File: src/rtl/ce_sample_player_if.sv
// Bundle for the ce_sample_player buffer-write, playback control
// and 14-bit sample/strobe output signals.
interface ce_sample_player_if #(
   parameter int AW = 5
);
   logic               i_wr_en;
   logic [AW-1:0]      i5_wr_addr;
   logic signed [13:0] is14_wr_data;
   logic               i_start;
   logic               i_stop;
   logic               i_loop;
   logic [AW-1:0]      i5_last;
   logic [31:0]        i32_prescaler;
   logic signed [13:0] os14_data;
   logic               o_ce;
   logic               o_busy;
   logic               o_done;

   modport master (
      output i_wr_en, i5_wr_addr, is14_wr_data,
      output i_start, i_stop, i_loop,
      output i5_last, i32_prescaler,
      input  os14_data, o_ce, o_busy, o_done
   );

   modport slave (
      input  i_wr_en, i5_wr_addr, is14_wr_data,
      input  i_start, i_stop, i_loop,
      input  i5_last, i32_prescaler,
      output os14_data, o_ce, o_busy, o_done
   );
endinterface

File: src/rtl/ce_sample_player.sv
// Circular-buffer sample player: emits one 14-bit sample per
// prescaler period with an aligned one-cycle ce strobe.
module ce_sample_player #(
   parameter int DEPTH = 32,
   parameter int AW    = 5
) (
   input logic          clk,
   input logic          rstn,
   ce_sample_player_if.slave bus
);

   typedef enum logic {
      ST_IDLE,
      ST_RUN
   } state_e;

   state_e state_q, state_d;

   logic [31:0]        p_q, p_d;
   logic [31:0]        cnt_q, cnt_d;
   logic               loop_q, loop_d;
   logic [AW-1:0]      last_q, last_d;
   logic [AW-1:0]      ptr_q, ptr_d;
   logic signed [13:0] data_q, data_d;
   logic               ce_q, ce_d;
   logic               done_q, done_d;
   logic               tick;
   logic signed [13:0] rd_data;

   logic signed [13:0] mem [DEPTH];

   // Combinational read sees the pre-write contents on a collision.
   assign rd_data = mem[ptr_q];

   always_ff @(posedge clk) begin
      if (bus.i_wr_en) begin
         mem[bus.i5_wr_addr] <= bus.is14_wr_data;
      end
   end

   always_comb begin
      state_d = state_q;
      p_d     = p_q;
      cnt_d   = cnt_q;
      loop_d  = loop_q;
      last_d  = last_q;
      ptr_d   = ptr_q;
      data_d  = data_q;
      ce_d    = 1'b0;
      done_d  = 1'b0;
      tick    = 1'b0;
      unique case (state_q)
         ST_IDLE: begin
            if (bus.i_start && !bus.i_stop) begin
               state_d = ST_RUN;
               p_d     = (bus.i32_prescaler == 32'd0)
                         ? 32'd1 : bus.i32_prescaler;
               loop_d  = bus.i_loop;
               last_d  = bus.i5_last;
               ptr_d   = '0;
               cnt_d   = '0;
            end
         end
         ST_RUN: begin
            if (bus.i_stop) begin
               state_d = ST_IDLE;
            end else begin
               tick = (cnt_q == p_q - 32'd1);
               if (tick) begin
                  cnt_d  = '0;
                  data_d = rd_data;
                  ce_d   = 1'b1;
                  if (ptr_q == last_q) begin
                     if (loop_q) begin
                        ptr_d = '0;
                     end else begin
                        done_d  = 1'b1;
                        state_d = ST_IDLE;
                     end
                  end else begin
                     ptr_d = ptr_q + AW'(1);
                  end
               end else begin
                  cnt_d = cnt_q + 32'd1;
               end
            end
         end
         default: state_d = ST_IDLE;
      endcase
   end

   always_ff @(posedge clk) begin
      if (!rstn) begin
         state_q <= ST_IDLE;
         p_q     <= 32'd1;
         cnt_q   <= '0;
         loop_q  <= 1'b0;
         last_q  <= '0;
         ptr_q   <= '0;
         data_q  <= '0;
         ce_q    <= 1'b0;
         done_q  <= 1'b0;
      end else begin
         state_q <= state_d;
         p_q     <= p_d;
         cnt_q   <= cnt_d;
         loop_q  <= loop_d;
         last_q  <= last_d;
         ptr_q   <= ptr_d;
         data_q  <= data_d;
         ce_q    <= ce_d;
         done_q  <= done_d;
      end
   end

   assign bus.os14_data = data_q;
   assign bus.o_ce      = ce_q;
   assign bus.o_done    = done_q;
   // Busy stays up through the done cycle and drops the cycle after.
   assign bus.o_busy    = (state_q == ST_RUN) | done_q;

endmodule

File: src/flat_wrapper.sv
// flat-port wrapper written by rule: the top's interface ports become plain ports
module ce_sample_player_flat 
#(
   parameter int DEPTH = 32,
   parameter int AW    = 5
)
  (clk, rstn, bus_i_wr_en, bus_i5_wr_addr, bus_is14_wr_data, bus_i_start, bus_i_stop, bus_i_loop, bus_i5_last, bus_i32_prescaler, bus_os14_data, bus_o_ce, bus_o_busy, bus_o_done);
  ce_sample_player_if #(.AW(AW)) bus_i ();
  input logic clk;
  input logic rstn;
  input wire logic [$bits(bus_i.i_wr_en)-1:0] bus_i_wr_en;
  input wire logic [$bits(bus_i.i5_wr_addr)-1:0] bus_i5_wr_addr;
  input wire logic [$bits(bus_i.is14_wr_data)-1:0] bus_is14_wr_data;
  input wire logic [$bits(bus_i.i_start)-1:0] bus_i_start;
  input wire logic [$bits(bus_i.i_stop)-1:0] bus_i_stop;
  input wire logic [$bits(bus_i.i_loop)-1:0] bus_i_loop;
  input wire logic [$bits(bus_i.i5_last)-1:0] bus_i5_last;
  input wire logic [$bits(bus_i.i32_prescaler)-1:0] bus_i32_prescaler;
  output wire logic [$bits(bus_i.os14_data)-1:0] bus_os14_data;
  output wire logic [$bits(bus_i.o_ce)-1:0] bus_o_ce;
  output wire logic [$bits(bus_i.o_busy)-1:0] bus_o_busy;
  output wire logic [$bits(bus_i.o_done)-1:0] bus_o_done;
  assign bus_i.i_wr_en = bus_i_wr_en;
  assign bus_i.i5_wr_addr = bus_i5_wr_addr;
  assign bus_i.is14_wr_data = bus_is14_wr_data;
  assign bus_i.i_start = bus_i_start;
  assign bus_i.i_stop = bus_i_stop;
  assign bus_i.i_loop = bus_i_loop;
  assign bus_i.i5_last = bus_i5_last;
  assign bus_i.i32_prescaler = bus_i32_prescaler;
  assign bus_os14_data = bus_i.os14_data;
  assign bus_o_ce = bus_i.o_ce;
  assign bus_o_busy = bus_i.o_busy;
  assign bus_o_done = bus_i.o_done;
  ce_sample_player #(.DEPTH(DEPTH), .AW(AW)) u_core (.clk(clk), .rstn(rstn), .bus(bus_i));
endmodule
File: config.mk
export PLATFORM = sky130hd
export DESIGN_NAME = ce_sample_player_flat
export DESIGN_NICKNAME = d
export VERILOG_FILES = /design/src/rtl/ce_sample_player_if.sv /design/src/rtl/ce_sample_player.sv /design/src/flat_wrapper.sv
export SDC_FILE = /design/constraint.sdc
export NUM_CORES = 1
export LEC_CHECK = 0
export CAP_MARGIN = 25
export CORE_MARGIN = 5
export CORE_UTILIZATION = 50
export DETAILED_ROUTE_END_ITERATION = 7
export GPL_TIMING_DRIVEN = 0
export PLACE_DENSITY = 0.67
export RECOVER_POWER = 25
export SLEW_MARGIN = 20
export SYNTH_ARGS = -nofsm -noshare
export SYNTH_HDL_FRONTEND = slang
export SYNTH_SLANG_ARGS = --single-unit
File: constraint.sdc
create_clock -name clk -period 8.4 [get_ports clk]
set_input_delay 0.84 -clock clk [delete_from_list [all_inputs] [get_ports clk]]
set_output_delay 0.84 -clock clk [all_outputs]
set_load 0.05 [all_outputs]
==> key figures <==
Worst setup path
  • Setup CP Type: reg -> reg
  • R2R depth: 13
  • Req. time, crit path: 8930 ps
  • Worst setup path endpoint: u_core.bus.o_done$_SDFF_PP0_
  • Worst Setup SP: u_core.p_q[0]$_SDFFE_PN1P_
  • Reg2reg end: u_core.bus.o_done$_SDFF_PP0_
  • Crit Path Max Fanout: 10
  • Crit path launch type: flip-flop
  • Crit. End Element: flip-flop
  • CP Data Arrival Time: 4970 ps
  • R2R Setup Slk: between 3000 and 4000 ps
  • FF-to-FF Start: u_core.p_q[0]$_SDFFE_PN1P_

Floorplanning
  • Die width: 221 um
  • Row Count: 77
  • Die Y-Extent: 221 um
  • Die area: about 49000 um2
  • Starting density of the core: 50.4%
  • I/O Pins: 79
  • Placeable core region: 44000 um2

Global route
  • First-pass GRT wire length: 78200 um
  • Remaining Overflow, GRT: 0
  • Vias in the first global route: approximately 13000
  • Initial antenna violation count: 1
  • Largest net degree at the start of global routing: 33
  • GRT Total Usage: 21.8%

STA
  • Worst slew margin: -14.5%
  • Count of final setup violators: 0
  • Final WS setup: 3960 ps
  • Period utilization: 52.9%
  • Min Tclk post-route: approximately 4400 ps
  • Max Slew Vio Count: 231
  • Fmax: around 0.22 GHz
  • RSZ-0062 raised after global routing: no
  • Final hold violation count: 0
  • Slew of the pin with the lowest slew margin: about 1700 ps
  • Worst hold margin: about 470 ps
  • Worst Clk Skew: 22.3 ps
  • Setup TNS: 0 ps

CTS
  • CTS tree: yes
  • Inserted Clock Buffers: 55
  • CTS clk-pin slew, worst paths: 60 ps
  • Clk root buf: clkbuf_16
  • Setup bufs post-CTS: 0
  • H-tree levels: 2
  • Clk sinks: 540
  • Post-cts sizing count: 0
  • Clk buf depth: 3
  • Post-cts hold buffer count: 0
  • Worst skew pair latency: 610 ps

Drt
  • WL/cell: 24.5 um
  • Met3 Wirelength: between 4000 and 5000 um
  • Met2 WL post-DR: around 25000 um
  • Drt total wl: 51900 um
  • Highest routed layer: met5
  • ANT nets after route: 0
  • DR iter-0 viols: ~1100
  • First-pass iteration count of the detailed router: 5
  • Met1 WL: 21300 um
  • DRC: 0
  • Via density: just under 6
  • Routed vias: 12425

Power and ir drop
  • Flop pwr share: 52.4%
  • Gate power share: 4.2%
  • Pwr/cell area: 219 nW/um2
  • P_sw: 1.18 mW
  • Internal Power: 4.45 mW
  • Power share of the clock group: between 40% and 50%
  • Switch share: 21.0%
  • Maximum vdd drop: 0.180 mV
  • Pleak: 8.03 nW

Placed design
  • I/O Buffers: 78
  • Detailed placement HPWL: 35700 um
  • DP Worst Slack: 3960 ps
  • Placer Congestion: 0.956
  • Placed Instances: 2016

Finish
  • Diodes inserted: 0
  • Share of layout cells above drive strength 1: 19.2%
  • Post-route insts no fill: 2122
  • Filler cells: 3353
  • Core Util, Final: 58.3%
  • Area Overhead vs Synth: 15.7%
  • Fin nets: 1549
  • Multi-input logic area: ~6600 um2
  • FF+latch area: 15300 um2

Logic synthesis
  • Synth Cell Area: 22200 um2
  • Post-synthesis cell count: 1339
  • Post-synth ARST share: 0%
  • Yosys reg bits: 540
  • Top FF cell, synth: edfxtp_1
  • Share of the synthesized area in the top cell type: 60.6%
  • Area leader, netlist: edfxtp_1
  • Yosys Warn Count: 0
  • Ranking of synthesized cells by area: edfxtp_1, mux4_2, dfxtp_1, nand2_1, xor2_1
  • Post-synthesis sequential area ratio: around 69%
  • Post-synth EDFFs: ~450
  • Synth Area per Inst: 16.6 um2
  • Syn nets: 1404
  • Synth cell types: 59

Worst hold path
  • Min-Delay Path Class: reg -> reg

Status
  • Violated checks: max-capacitance violations, max-slew violations
  • Outcome: finished, violations left

Job
  • Max_cap viols: 7
==> state kept, by name, summed over array words and instances (netlist names) <==
name,count
u_core.loop_q,1
u_core.cnt_q,32
u_core.last_q,5
u_core.state_q,1
u_core.bus.os14_data,14
u_core.ptr_q,5
u_core.bus.o_done,1
u_core.mem,448
u_core.bus.o_ce,1
u_core.p_q,32
==> how the worst min path moves through the flow <==
stage          slack (ps)                              endpoint  depth (start not counted)                            startpoint
4_1_cts               470  u_core.bus.os14_data[6]$_SDFFE_PN0P_                          2  u_core.bus.os14_data[6]$_SDFFE_PN0P_
5_1_grt               490         u_core.last_q[4]$_SDFFE_PN0P_                          2         u_core.last_q[4]$_SDFFE_PN0P_
2_1_floorplan         440            u_core.loop_q$_SDFFE_PN0P_                          2            u_core.loop_q$_SDFFE_PN0P_
3_3_place_gp          450  u_core.bus.os14_data[8]$_SDFFE_PN0P_                          2  u_core.bus.os14_data[8]$_SDFFE_PN0P_
3_5_place_dp          460  u_core.bus.os14_data[6]$_SDFFE_PN0P_                          2  u_core.bus.os14_data[6]$_SDFFE_PN0P_
6_report              470  u_core.bus.os14_data[6]$_SDFFE_PN0P_                          2  u_core.bus.os14_data[6]$_SDFFE_PN0P_
==> critical path: stages, from the launching register on <==
cell and delay [ps]:
dfxtp_1 370, inv_1 110, ha_1 210, nor3b_1 750, and2_1 290, a21boi_0 120, a2111o_1 500, or4_1 470
or4_1 500, buf_2 180, or3_1 350, buf_6 170, buf_8 170, nor3_1 170
==> kinds of logic after synthesis <==
group	share of synthesized area, %
flip-flops	68.9
buffers and inverters	1.53
adder cells (fa/ha/maj)	0.169
multiplexers	15.6
AO/OA/AOI/OAI	2.59
XOR/XNOR	2.79
AND/OR/NAND/NOR	8.35
==> power groups by stage <==
stage / Combinational (mW) / Clock, mW / Sequential [mW]
2_1_floorplan: 0.116 / 0 / 3.00
3_3_place_gp: 0.228 / 0 / 3.01
3_5_place_dp: 0.238 / 0 / 3.01
4_1_cts: 0.239 / 2.49 / 2.95
5_1_grt: 0.259 / 2.60 / 2.95
6_report: 0.238 / 2.44 / 2.95
==> placed cells by master, fill, tap and decap left out, types with 6 or more instances in the layout <==
cell type	instances
nor4_1	22
or4_1	10
xor2_1	40
a21oi_1	42
clkdlybuf4s50_1	69
mux4_2	140
o21ai_0	11
nand2b_1	11
mux2i_1	15
clkbuf_16	55
or3_1	8
and3_1	13
clkbuf_1	83
nand3b_1	9
dfxtp_1	92
nand2_1	130
buf_8	6
clkinv_1	11
xnor2_1	28
buf_1	7
nor3_1	24
nor2_2	32
bufinv_16	7
mux2_2	15
nor2_1	52
a31oi_1	8
inv_1	10
nand4_1	12
clkinv_2	10
nand3_1	33
edfxtp_1	448
==> cell type report <==
cell class                      count  share of cell area (%)
Tap cell                          592                    2.88
Sequential cell                   540                    59.6
Inverter                           10                   0.146
Clock buffer                       69                    5.60
Multi-Input combinational cell    715                    25.8
Buffer                             74                    1.17
Clock inverter                     34                    1.47
Timing Repair Buffer               88                    3.31
==> synthesized netlist by cell type (4+ instances only) <==
| cell type | n |
|---|---|
| a21oi_1 | 42 |
| a31oi_1 | 8 |
| and2_1 | 5 |
| and3_1 | 13 |
| and4_1 | 5 |
| buf_1 | 7 |
| buf_2 | 4 |
| clkbuf_1 | 61 |
| dfxtp_1 | 92 |
| edfxtp_1 | 448 |
| inv_1 | 10 |
| mux2_2 | 15 |
| mux2i_1 | 15 |
| mux4_2 | 140 |
| nand2_1 | 130 |
| nand2b_1 | 11 |
| nand3_1 | 33 |
| nand3b_1 | 9 |
| nand4_1 | 12 |
| nor2_1 | 84 |
| nor3_1 | 24 |
| nor4_1 | 22 |
| o21ai_0 | 11 |
| or2_2 | 4 |
| or3_1 | 8 |
| or4_1 | 10 |
| xnor2_1 | 28 |
| xor2_1 | 40 |
==> layer usage <==
metal | GRT usage [%] | up-vias
met2 | 35.5 | 432
met3 | 4.26 | 89
met1 | 30.5 | 6335
met5 | 0 | -
li1 | - | 5567
met4 | 6.43 | 2
==> metrics by stage <==
stage                     power [mW]  instance area [um2]
after floorplan                 3.12                22200
after global placement          3.23                23700
after detailed placement        3.25                23900
after CTS                       5.68                25700
after global routing            5.81                25700
final                           5.63                25700
Power figures use the tool's default switching activity.
